**src/rtl/spi_sample_rx.sv**
```systemverilog
// SPI slave receiver: any SPI mode, configurable word width and bit order,
// first-word-fall-through FIFO output and echo of the last completed word on MISO.
module spi_sample_rx #(
  parameter int DATA_W     = 16,
  parameter int FIFO_DEPTH = 4,
  parameter bit MSB_FIRST  = 1'b1,
  parameter bit CPOL       = 1'b0,
  parameter bit CPHA       = 1'b0
) (
  input  logic                          clk_25mhz,
  input  logic                          reset_n,
  input  logic                          com_sclk_in,
  input  logic                          com_mosi_in,
  input  logic                          com_active,
  output logic                          com_miso_out,
  output logic [DATA_W-1:0]             sample_data,
  output logic                          sample_valid,
  input  logic                          sample_ready,
  output logic [$clog2(FIFO_DEPTH):0]   fifo_level,
  output logic                          overrun,
  output logic                          frame_error
);

  localparam int AW = $clog2(FIFO_DEPTH);
  localparam int CW = $clog2(DATA_W);
  localparam logic [CW-1:0] LAST_BIT = CW'(DATA_W - 1);
  localparam logic [AW:0]   FULL_LVL = (AW + 1)'(FIFO_DEPTH);

  typedef enum logic {IDLE, ACTIVE} state_t;

  function automatic logic [DATA_W-1:0] shl(input logic [DATA_W-1:0] w, input logic b);
    return MSB_FIRST ? {w[DATA_W-2:0], b} : {b, w[DATA_W-1:1]};
  endfunction

  function automatic logic head_bit(input logic [DATA_W-1:0] w);
    return MSB_FIRST ? w[DATA_W-1] : w[0];
  endfunction

  // Equal-depth synchronisers keep MOSI aligned with the detected SCLK edge.
  logic [2:0] sclk_sync;
  logic [1:0] mosi_sync, cs_sync;

  always_ff @(posedge clk_25mhz or negedge reset_n) begin
    if (!reset_n) begin
      sclk_sync <= {3{CPOL}};
      mosi_sync <= '0;
      cs_sync   <= 2'b11;
    end else begin
      sclk_sync <= {sclk_sync[1:0], com_sclk_in};
      mosi_sync <= {mosi_sync[0], com_mosi_in};
      cs_sync   <= {cs_sync[0], com_active};
    end
  end

  logic sclk_chg, lead_edge, trail_edge, sample_edge, shift_edge, mosi_s, cs_s;
  assign sclk_chg    = sclk_sync[1] != sclk_sync[2];
  assign lead_edge   = sclk_chg && (sclk_sync[2] == CPOL);
  assign trail_edge  = sclk_chg && (sclk_sync[1] == CPOL);
  assign sample_edge = CPHA ? trail_edge : lead_edge;
  assign shift_edge  = CPHA ? lead_edge : trail_edge;
  assign mosi_s      = mosi_sync[1];
  assign cs_s        = cs_sync[1];

  state_t            state;
  logic [CW-1:0]     bit_cnt, tx_cnt, tx_cnt_next;
  logic [DATA_W-1:0] rx_sr, tx_sr, last_word, rx_next, tx_next;
  logic              miso_next, push;

  assign rx_next     = shl(rx_sr, mosi_s);
  assign push        = (state == ACTIVE) && !cs_s && sample_edge && (bit_cnt == LAST_BIT);
  assign tx_cnt_next = (tx_cnt == LAST_BIT) ? '0 : tx_cnt + 1'b1;

  // CPHA=1 presents the bit on the leading edge, so the word reload happens
  // lazily at the first shift of the next word, after last_word has updated.
  always_comb begin
    tx_next   = shl(tx_sr, 1'b0);
    miso_next = head_bit(tx_next);
    if (CPHA) begin
      tx_next   = shl((tx_cnt == '0) ? last_word : tx_sr, 1'b0);
      miso_next = head_bit((tx_cnt == '0) ? last_word : tx_sr);
    end else if (tx_cnt == LAST_BIT) begin
      tx_next   = last_word;
      miso_next = head_bit(last_word);
    end
  end

  always_ff @(posedge clk_25mhz or negedge reset_n) begin
    if (!reset_n) begin
      state        <= IDLE;
      bit_cnt      <= '0;
      tx_cnt       <= '0;
      rx_sr        <= '0;
      tx_sr        <= '0;
      last_word    <= '0;
      com_miso_out <= 1'b0;
      frame_error  <= 1'b0;
    end else begin
      frame_error <= 1'b0;
      case (state)
        IDLE: begin
          com_miso_out <= 1'b0;
          if (!cs_s) begin
            state        <= ACTIVE;
            bit_cnt      <= '0;
            tx_cnt       <= '0;
            rx_sr        <= '0;
            tx_sr        <= last_word;
            com_miso_out <= head_bit(last_word);
          end
        end
        ACTIVE: begin
          if (cs_s) begin
            state        <= IDLE;
            com_miso_out <= 1'b0;
            frame_error  <= (bit_cnt != '0);
          end else begin
            if (sample_edge) begin
              if (bit_cnt == LAST_BIT) begin
                bit_cnt   <= '0;
                rx_sr     <= '0;
                last_word <= rx_next;
              end else begin
                bit_cnt <= bit_cnt + 1'b1;
                rx_sr   <= rx_next;
              end
            end
            if (shift_edge) begin
              tx_sr        <= tx_next;
              tx_cnt       <= tx_cnt_next;
              com_miso_out <= miso_next;
            end
          end
        end
        default: state <= IDLE;
      endcase
    end
  end

  // FIFO: a push into a full FIFO still lands if the head is popped that cycle.
  logic [DATA_W-1:0] mem [FIFO_DEPTH];
  logic [AW-1:0]     wr_ptr, rd_ptr;
  logic              pop, full, wr_en;

  assign sample_valid = fifo_level != '0;
  assign sample_data  = mem[rd_ptr];
  assign pop          = sample_valid && sample_ready;
  assign full         = fifo_level == FULL_LVL;
  assign wr_en        = push && (!full || pop);

  always_ff @(posedge clk_25mhz or negedge reset_n) begin
    if (!reset_n) begin
      for (int i = 0; i < FIFO_DEPTH; i++) mem[i] <= '0;
      wr_ptr     <= '0;
      rd_ptr     <= '0;
      fifo_level <= '0;
      overrun    <= 1'b0;
    end else begin
      overrun <= push && full && !pop;
      if (wr_en) begin
        mem[wr_ptr] <= rx_next;
        wr_ptr      <= wr_ptr + 1'b1;
      end
      if (pop) rd_ptr <= rd_ptr + 1'b1;
      case ({wr_en, pop})
        2'b10:   fifo_level <= fifo_level + 1'b1;
        2'b01:   fifo_level <= fifo_level - 1'b1;
        default: fifo_level <= fifo_level;
      endcase
    end
  end

endmodule

```
**config.mk**
```make
export PLATFORM = sky130hd
export DESIGN_NAME = spi_sample_rx
export DESIGN_NICKNAME = d
export VERILOG_FILES = /design/src/rtl/spi_sample_rx.sv
export SDC_FILE = /design/constraint.sdc
export NUM_CORES = 1
export LEC_CHECK = 0
export CORE_UTILIZATION = 50
export CTS_BUF_LIST = sky130_fd_sc_hd__clkbuf_4 sky130_fd_sc_hd__clkbuf_8
export CTS_CLUSTER_DIAMETER = 200
export DETAILED_ROUTE_END_ITERATION = 10
export HOLD_SLACK_MARGIN = 0.15
export PLACE_DENSITY = 0.74
export SYNTH_ARGS = -nofsm -noshare
export SYNTH_HDL_FRONTEND = slang
export SYNTH_SLANG_ARGS = --single-unit
```
**constraint.sdc**
```tcl
create_clock -name clk_25mhz -period 1.9 [get_ports clk_25mhz]
set_input_delay 0.285 -clock clk_25mhz [delete_from_list [all_inputs] [get_ports clk_25mhz]]
set_output_delay 0.285 -clock clk_25mhz [all_outputs]
set_load 0.05 [all_outputs]
```
After elaboration in Yosys (flattened, before gate mapping)
Cells that the tools add are included.
{"block": "word_totals", "reg_bits": 136, "input_bits": 6, "out_inout_bits": 23, "word_cells": 99}
{"block": "op_classes", "add_sub_neg": 6, "n_lt_le_gt_ge": 3, "n_eq_ne": 11, "muxes": 34, "bitwise": 6, "n_reduce_logical": 20}
{"cell": "15-bit 2-to-1 mux", "count": 8}
{"cell": "64-bit bitwise mux", "count": 1}
{"cell": "15-bit one-hot mux with 2 select lines", "count": 2}
{"cell": "16-bit 2-to-1 mux", "count": 3}
{"cell": "16-bit binary-select mux with 2-bit select", "count": 1}
{"cell": "16-bit demux with 2-bit select", "count": 1}
{"cell": "4-bit 2-to-1 mux", "count": 7}
{"cell": "4-bit one-hot mux with 2 select lines", "count": 2}
{"cell": "1-bit logical AND", "count": 10}
{"cell": "4-bit by 1-bit adder with 4-bit output, second input constant", "count": 2}
{"cell": "4-bit equality test, second input constant", "count": 2}
{"cell": "2-bit inequality test, second input constant", "count": 4}
{"cell": "1-bit 2-to-1 mux", "count": 7}
{"cell": "3-bit greater-or-equal comparator, second input constant", "count": 2}
{"cell": "2-bit inverter with 3-bit output", "count": 2}
{"cell": "3-bit one-hot mux with 2 select lines", "count": 1}
{"cell": "3-bit AND reduction", "count": 2}
{"cell": "2-bit by 1-bit adder with 2-bit output, second input constant", "count": 2}
{"cell": "1-bit inverter", "count": 4}
{"cell": "4-bit AND reduction", "count": 1}
{"cell": "4-bit nonzero test", "count": 1}
{"cell": "3-bit by 1-bit adder with 3-bit output, second input constant", "count": 1}
{"cell": "3-bit equality test, second input constant", "count": 1}
{"cell": "1-bit logical NOT", "count": 3}
{"cell": "other kinds (10)", "count": 10}

Logic depth before layout (Yosys ltp)
Gate-level depths: netlist of run 1.
{"block": "logic_depth", "word_depth": 7, "depth_mapped": 8, "ltp_nobuf": 8}

Least setup slack after synthesis of run 1
Ideal clock, no wire load.
{"block": "synth_path", "path_type": "reg2reg", "start": "reg fifo_level[2]", "end": "reg mem[10] (netlist bit)", "setup_time_ps": 125, "arrival_ps": 2063, "required_ps": 1775, "slack_ps": -288, "path_stages_with_launch": 7, "path_buffers": 2, "period_less_slack_ps": 2188, "path_cell_list": "dfrtp_1 > or4b_4 > and3_4 > buf_12 > nand2_8 > buf_12 > mux2_4"}
{"block": "synth_between", "elab_chain_len": 4, "word_cells_on_any_way": 6}
{"element": "start, declared", "line_no": "19", "text": "output logic [$clog2(FIFO_DEPTH):0] fifo_level,"}
{"element": "start signal, assigned", "line_no": "165", "text": "2'b10: fifo_level <= fifo_level + 1'b1;"}
{"element": "start signal, assigned", "line_no": "166", "text": "2'b01: fifo_level <= fifo_level - 1'b1;"}
{"element": "start signal, assigned", "line_no": "167", "text": "default: fifo_level <= fifo_level;"}
{"element": "3-bit equality test or 3-bit nonzero test (tied branches)", "line_no": "147, 144"}
{"element": "1-bit logical NOT or 1-bit logical AND (tied branches)", "line_no": "148, 146"}
{"element": "1-bit logical OR *", "line_no": "148", "text": "assign wr_en = push && (!full || pop);"}
{"element": "1-bit logical AND *", "line_no": "148"}
{"element": "end signal, assigned by index", "line_no": "160", "text": "mem[wr_ptr] <= rx_next;"}
{"element": "end, declared", "line_no": "140", "text": "logic [DATA_W-1:0] mem [FIFO_DEPTH];"}
Mark *: on every way between the ends. The rest lies on a longest branch, timed or not.
A chain may end at the register's enable or synchronous reset.

Worst setup path after layout of run 1
{"block": "layout_path", "start": "reg rd_ptr[0]", "end": "out sample_data[6]"}
{"block": "layout_between", "elab_chain_len": 4}
{"element": "start, declared", "line_no": "141", "text": "logic [AW-1:0] wr_ptr, rd_ptr;"}
{"element": "start signal, assigned", "line_no": "163", "text": "if (pop) rd_ptr <= rd_ptr + 1'b1;"}
{"element": "2-bit inverter with 3-bit output (not written as such)", "line_no": "145", "text": "assign sample_data = mem[rd_ptr];"}
{"element": "16-bit binary-select mux with 2-bit select", "line_no": "145"}
{"element": "16-bit 2-to-1 mux (not written as such) (2 in a row)", "line_no": "145"}
{"element": "end, declared", "line_no": "16", "text": "output logic [DATA_W-1:0] sample_data,"}
Every way passes these cells. The select of a mux whose other input is x is not followed.

==> metrics.md, run 1 <==
| Metric | Value |
|---|---|
| Wirelength, routed | `12.15 mm` |
| Tot GR Track Use | `0.2196` |
| Row cnt | `39` |
| Area share of the leading cell type in the synthesized netlist | `0.5635` |
| Fmax | `486.6 MHz` |
| DR vias/cell | `5.721` |
| Synth warn | `0` |
| GPL Wtd Cong | `0.7719` |
| Dpl hpwl | `7.667 mm` |
| Pint | `4.988 mW` |
| Setup ws final | `-0.1551 ns` |
| Setup crit start kind | `register` |
| Fillers | `834` |
| Worst Hold Depth | `1` |
| Wire per inst | `19.69 um` |
| Area Growth Syn to Fin | `22.71%` |
| Area after DPL | `6533 um2` |
| CTS Root Buffer Type | `clkbuf_8` |
| Sequential share of power | `0.453` |
| R2r worst-path depth | `6` |
| Top cells by area, synth | `dfrtp_1 (56%), mux2_2 (10%), mux2_4 (7.6%)` |
| Sequential area share after synthesis | `0.5723` |
| Drt first pass iters | `4` |
| Clock Path Buffers | `2` |
| Layout net count | `475` |
| Commonest cells post-synth | `dfrtp_1 (134), mux2_2 (53), mux2_4 (30)` |
| Clock network fraction of total power | `0.343` |
| Post-Syn Instances | `384` |
| #FFs+latches synth | `136` |
| DRT iter0 DRCs | `180` |
| Max-slew headroom | `0.6574` |
| Post-synth EDFFs | `0` |
| Post-DRT Antenna Nets | `0` |
| Crit Path Category | `register to output pin` |
| Final Instance Area | `7302 um2` |
| Hold violation total from the final report | `0` |
| Final Max Tran Viols | `0` |
| Ys async rst share | `1.000` |
| H-Tree Depth | `4` |
| RSZ-0062 raised after global routing | `true` |
| Final min period | `2.055 ns` |
| Fin crit share | `1.082` |
| Psw | `1.830 mW` |
| Vias in the first global route | `3780` |
| Clock transition at the registers of the reported paths | `0.07 ns` |
| Clock Skew | `0.007721 ns` |
| Most frequent cell after synthesis | `dfrtp_1` |
| Largest net degree at the start of global routing | `53` |
| Layout cells sized above 1 | `0.4662` |
| Worst Path Arrival | `1.77 ns` |
| Status | `complete, but fails checks` |
| Worst vdd ir | `0.001175 V` |
| CP max-delay cell | `mux4_2` |
| CP max stage delay | `0.53 ns` |
| Clk sink count | `136` |
| DRC violations left | `0` |
| Utilization after layout | `0.6341` |
| Starting density of the core | `0.5167` |
| Cell taking the most area after synthesis | `dfrtp_1` |
| Main synth FF type | `dfrtp_1` |
| CTS tree | `yes` |
| Die area | `12340 um2` |
| CP Depth | `4` |
| Crit-path cells | `buf_12 -> buf_12 -> mux4_2 -> buf_6` |
| Max Cap Violations | `0` |
| Clk Latency, worst-skew pair | `0.43 ns` |
| Average size of a mapped cell | `15.50 um2` |
| Antenna cell count | `0` |
| Die Y | `111.1 um` |
| Crit path max-delay family | `multiplexers` |
| Num CTS Buffers | `17` |
| Worst Setup End Kind | `output pin` |
| Port Buf Inserts | `28` |
| Worst Tran Pin Value | `0.5131 ns` |
| Via Count | `3530` |
| Violated checks | `negative setup slack` |
| Required time worst endpoint | `1.62 ns` |
| Final setup violation count | `43` |
| Bufs and invs on worst path | `3` |
| Post-synthesis net count | `398` |
| Top cell by count, worst path | `buf_12` |
| Die width | `111.1 um` |
| Initial antenna violation count | `0` |
| Power density cells | `933.7 nW/um2` |
| HP Class | `input pin to register` |
| Post-synthesis cell type count | `42` |
| Worst Path Max Fanout | `5` |
| Mapped cell area | `5951 um2` |
| Combinational power share | `0.204` |
| Ports | `29` |
| Switching share of power | `0.2683` |
| GRT overflow | `0` |
| Core area | `11520 um2` |
| Global-route wire length before repair | `20.38 mm` |
| Static leakage power | `3.623 nW` |
==> layout by cell type (no fill, tap or decap), types with 5 or more instances in the layout <==
master           count
clkdlybuf4s50_1      5
buf_4               34
ha_1                 6
mux2_2              53
buf_6               21
a221o_1             14
nor2_1              12
nand2_1              5
mux4_2              16
a22o_1              21
dfrtp_1            130
inv_1                8
nand2_8              6
buf_12               7
clkbuf_8            20
nor2b_1             15
mux2_4              30
xnor2_1              6
==> power groups by stage <==
stage | sequential, mW | combinational (mW) | clock, mW
final | 3.09 | 1.39 | 2.34
after global routing | 3.09 | 1.51 | 2.51
after CTS | 3.08 | 1.26 | 2.39
after detailed placement | 3.12 | 1.19 | 0
after global placement | 3.11 | 1.17 | 0
after floorplan | 3.27 | 0.577 | 0
==> metal layers <==
| layer | vias up | track usage | part of all wire |
|---|---|---|---|
| li1 | 1575 | - | - |
| met3 | 26 | 0.05249 | 0.041 |
| met2 | 81 | 0.3476 | 0.48 |
| met5 | - | 0 | 0 |
| met4 | 0 | 0.09369 | 0.026 |
| met1 | 1848 | 0.2922 | 0.45 |
==> path summary, 6_finish.rpt <==
kind	to	startpoint	slack, ns
max in group asynchronous	cs_sync[1]	reset_n	0.88
worst min-delay path	cs_sync[0]	com_active	0.28
min in group asynchronous	mem[30]	reset_n	0.35
worst max-delay path	sample_data[6]	rd_ptr[0]	-0.16
worst max register to register	mem[5]	bit_cnt[0]	-0.02
worst min register to register	sclk_sync[1]	sclk_sync[0]	0.35
==> per-stage QoR <==
stage | std cells | power, mW | worst slack, ns | hold slack (ns) | setup TNS, ns
2_1_floorplan | 384 | 3.849 | -0.1325 | -0.01059 | -4.550
3_3_place_gp | 572 | 4.283 | -0.3187 | 0.2650 | -18.66
5_1_grt | 617 | 7.111 | -0.2087 | 0.2445 | -5.104
6_report | 617 | 6.818 | -0.1551 | 0.2825 | -2.198
4_1_cts | 611 | 6.728 | -0.1650 | 0.2510 | -2.249
3_5_place_dp | 572 | 4.313 | -0.3766 | 0.2720 | -22.06
==> what timing repair did <==
item | in CTS | in global routing
buffers inserted | 4 | 4
cloned | 3 | 2
gates resized for setup | 36 | 12
endpoints found under the setup margin | 84 | 93
hold endpoints to repair | 49 | 0
hold buffers | 1 | 0
pin swaps | 9 | 11
==> cell families (layout without fill, tap and decap cells) <==
logic type                 count (synthesis)  in the layout  synth area share
xor gates and xnor gates                   6              6          0.008831
and+or+nand+nor                           53             56           0.05845
DFF                                      136            136            0.5723
buffers and inverters                     28            115           0.03007
muxes                                    100            100            0.2382
AOI/OAI and AO/OA                         53             53           0.07401
adders and majority gates                  8              8           0.01808
==> final cells by class <==
cell class | count | area (um2) | share of cell area
well taps | 143 | 178.9 | 0.02450
flip-flops and latches | 136 | 3411 | 0.4671
multi-input cells | 223 | 2494 | 0.3415
repair buffers | 74 | 784.5 | 0.1074
clock inverters | 8 | 95.09 | 0.01302
inverters | 9 | 33.78 | 0.004626
clock buffers | 24 | 305.3 | 0.04181
==> registers in the layout, indices dropped and copies added (netlist names), 3 cells and up <==
| name | cells |
|---|---|
| mem | 64 |
| last_word | 16 |
| rx_sr | 15 |
| tx_sr | 15 |
| bit_cnt | 4 |
| tx_cnt | 4 |
| fifo_level | 3 |
| sclk_sync | 3 |
(Power assumes the default switching activity.)
==> inputs of run 2 (changes only) <==
--- a/config.mk
+++ b/config.mk
@@ -5,6 +5,7 @@
 export SDC_FILE = /design/constraint.sdc
 export NUM_CORES = 1
 export LEC_CHECK = 0
+export CORE_MARGIN = 10
 export CORE_UTILIZATION = 50
 export CTS_BUF_LIST = sky130_fd_sc_hd__clkbuf_4 sky130_fd_sc_hd__clkbuf_8
 export CTS_CLUSTER_DIAMETER = 200
==> metrics.md, run 2 (synthesis results as in run 1) <==
| Metric | Value |
|---|---|
| Ports | `29 (unchanged)` |
| Die area | `16670 um2 (was 12340 um2)` |
| Crit path max-delay family | `multiplexers (unchanged)` |
| Global-route wire length before repair | `20.71 mm (was 20.38 mm)` |
| Clock Skew | `0.009937 ns (was 0.007721 ns)` |
| Num CTS Buffers | `17 (unchanged)` |
| Clock transition at the registers of the reported paths | `0.07 ns (about the same)` |
| Combinational power share | `0.181 (was 0.204)` |
| Crit Path Category | `register to output pin (unchanged)` |
| Drt first pass iters | `4 (unchanged)` |
| GRT overflow | `0 (unchanged)` |
| Final Max Tran Viols | `0 (unchanged)` |
| Violated checks | `negative setup slack (unchanged)` |
| Max reg flops | `64 (unchanged)` |
| DRC violations left | `0 (unchanged)` |
| Initial antenna violation count | `0 (unchanged)` |
| Core area | `11520 um2 (unchanged)` |
| Status | `complete, but fails checks (unchanged)` |
| Hold violation total from the final report | `0 (unchanged)` |
| Largest net degree at the start of global routing | `47 (was 53)` |
| Static leakage power | `3.577 nW (was 3.623 nW)` |
| Fmax | `494.5 MHz (was 486.6 MHz)` |
| Worst Path Arrival | `1.74 ns (was 1.77 ns)` |
| HP Class | `input pin to register (unchanged)` |
| Crit. Startpoint | `rd_ptr[0] (unchanged)` |
| Psw | `1.794 mW (was 1.830 mW)` |
| Wire per inst | `20.35 um (was 19.69 um)` |
| Multi-input logic area | `2471 um2 (was 2494 um2)` |
| Max-slew headroom | `0.6360 (was 0.6574)` |
| Clock network fraction of total power | `0.346 (was 0.343)` |
| Largest registers | `mem: 64 flops, last_word: 16 flops (unchanged)` |
| Die width | `129.1 um (was 111.1 um)` |
| CTS tree | `yes (unchanged)` |
| CP max stage delay | `0.55 ns (was 0.53 ns)` |
| Final Instance Area | `7187 um2 (was 7302 um2)` |
| Die Y | `129.1 um (was 111.1 um)` |
| Required time worst endpoint | `1.62 ns (about the same)` |
| Area after DPL | `6523 um2 (was 6533 um2)` |
| Fin crit share | `1.064 (was 1.082)` |
| Worst vdd ir | `0.001050 V (was 0.001175 V)` |
| Via Count | `3511 (was 3530)` |
| RSZ-0062 raised after global routing | `true (unchanged)` |
| Antenna cell count | `0 (unchanged)` |
| DR vias/cell | `5.718 (was 5.721)` |
| Row cnt | `39 (unchanged)` |
| Vias in the first global route | `3879 (was 3780)` |
| H-Tree Depth | `4 (unchanged)` |
| Fin Hold WS | `0.2689 ns (was 0.2825 ns)` |
| Worst Setup End Kind | `output pin (unchanged)` |
| Sequential share of power | `0.473 (was 0.453)` |
| Setup ws final | `-0.1222 ns (was -0.1551 ns)` |
| Starting density of the core | `0.5167 (unchanged)` |
| Fillers | `840 (was 834)` |
| Final setup violation count | `19 (was 43)` |
| Reg2reg start | `bit_cnt[1] (was bit_cnt[0])` |
| Post-DRT Antenna Nets | `0 (unchanged)` |
| Worst Path Max Fanout | `8 (was 5)` |
| Switching share of power | `0.2683 (about the same)` |
| GPL Wtd Cong | `0.8072 (was 0.7719)` |
| Wirelength, routed | `12.49 mm (was 12.15 mm)` |
| Layout net count | `473 (was 475)` |
| Dpl hpwl | `8.035 mm (was 7.667 mm)` |
| Top reg by flops | `mem (unchanged)` |
| Hold path start | `com_active (unchanged)` |
| Power density cells | `930.4 nW/um2 (was 933.7 nW/um2)` |
| Setup crit start kind | `register (unchanged)` |
| CP max-delay cell | `mux4_2 (unchanged)` |
| Pint | `4.892 mW (was 4.988 mW)` |
| Most frequent cells in the layout | `dfrtp_1 (129), mux2_2 (53), buf_4 (38) (was dfrtp_1 (130), mux2_2 (53), buf_4 (34))` |
| Worst Tran Pin Value | `0.5451 ns (was 0.5131 ns)` |
| Most common cell after layout, fill and taps aside | `dfrtp_1 (unchanged)` |
| DRT iter0 DRCs | `273 (was 180)` |
| Max Cap Violations | `0 (unchanged)` |
| Clk sink count | `136 (unchanged)` |
| Layout cells sized above 1 | `0.4607 (was 0.4662)` |
| Final min period | `2.022 ns (was 2.055 ns)` |
| Crit-path cells | `buf_12 -> mux4_2 -> buf_6 (was buf_12 -> buf_12 -> mux4_2 -> buf_6)` |
| Port Buf Inserts | `28 (unchanged)` |
| Area Growth Syn to Fin | `20.77% (was 22.71%)` |
| Bufs and invs on worst path | `2 (was 3)` |
| Tot GR Track Use | `0.1601 (was 0.2196)` |
| Reg area | `3412 um2 (was 3411 um2)` |
| Clk Latency, worst-skew pair | `0.44 ns (was 0.43 ns)` |
| Clock Path Buffers | `2 (unchanged)` |
| CTS Root Buffer Type | `clkbuf_8 (unchanged)` |
run 2: cell count changes in the layout (fill, tap and decap cells not counted), sizes merged:
cell	before	now
bufinv	2	1
clkdlybuf4s50	5	4
clkbuf	26	29
clkinvlp	2	0
clkinv	4	1
dlygate4sd2	2	3
run 2: final timing paths:
check	endpoint	slack, ns	cells past startpoint
worst min register to register	cs_sync[1]	0.36	0
worst min-delay path	cs_sync[0]	0.27	1
worst max register to register	mem[16]	0	6
max in group asynchronous	cs_sync[1]	0.83	3
min in group asynchronous	mem[14]	0.33	2
worst max-delay path	sample_data[5]	-0.12	3
run 2: per-layer routing:
| metal | GRT usage | routed length, um |
|---|---|---|
| met1 | 0.2051 | 5691 |
| met2 | 0.2558 | 6104 |
| met3 | 0.04527 | 516 |
| met4 | 0.05819 | 180 |
| met5 | 0 | 0 |
run 2: power by group through the flow:
stage                     logic [mW]  registers, mW  clock network (mW)
after global routing            1.32           3.17                2.50
final                           1.21           3.16                2.31
after global placement          1.11           3.21                   0
after floorplan                0.577           3.27                   0
after detailed placement        1.14           3.21                   0
after CTS                       1.18           3.16                2.35
run 2: what timing repair did:
item / in CTS / in global routing
gates resized for setup: 32 / 8
hold buffers: 1 / 0
setup endpoints to repair: 85 / 70
endpoints found under the hold margin: 42 / 0
pin swaps: 7 / 9
setup buffers: 6 / 4
cloned: 3 / 0
run 2: layout make-up:
cell class,count,share of cell area
Tap cell,143,0.02490
Clock buffer,29,0.04944
Inverter,9,0.004701
Sequential cell,136,0.4748
Multi-Input combinational cell,223,0.3438
Timing Repair Buffer,72,0.09749
Clock inverter,2,0.004875
run 2: metrics by stage:
step / utilization / power, mW / setup WS [ns] / setup TNS, ns / instances
floorplan: - / 3.849 / -0.1325 / -4.550 / 384
global placement: 0.5664 / 4.321 / -0.3135 / -19.15 / 569
detailed placement: 0.5664 / 4.348 / -0.3639 / -20.90 / 569
CTS: 0.6180 / 6.693 / -0.1547 / -1.977 / 610
global route: 0.6241 / 6.988 / -0.1947 / -3.566 / 614
finish: 0.6241 / 6.686 / -0.1222 / -1.436 / 614
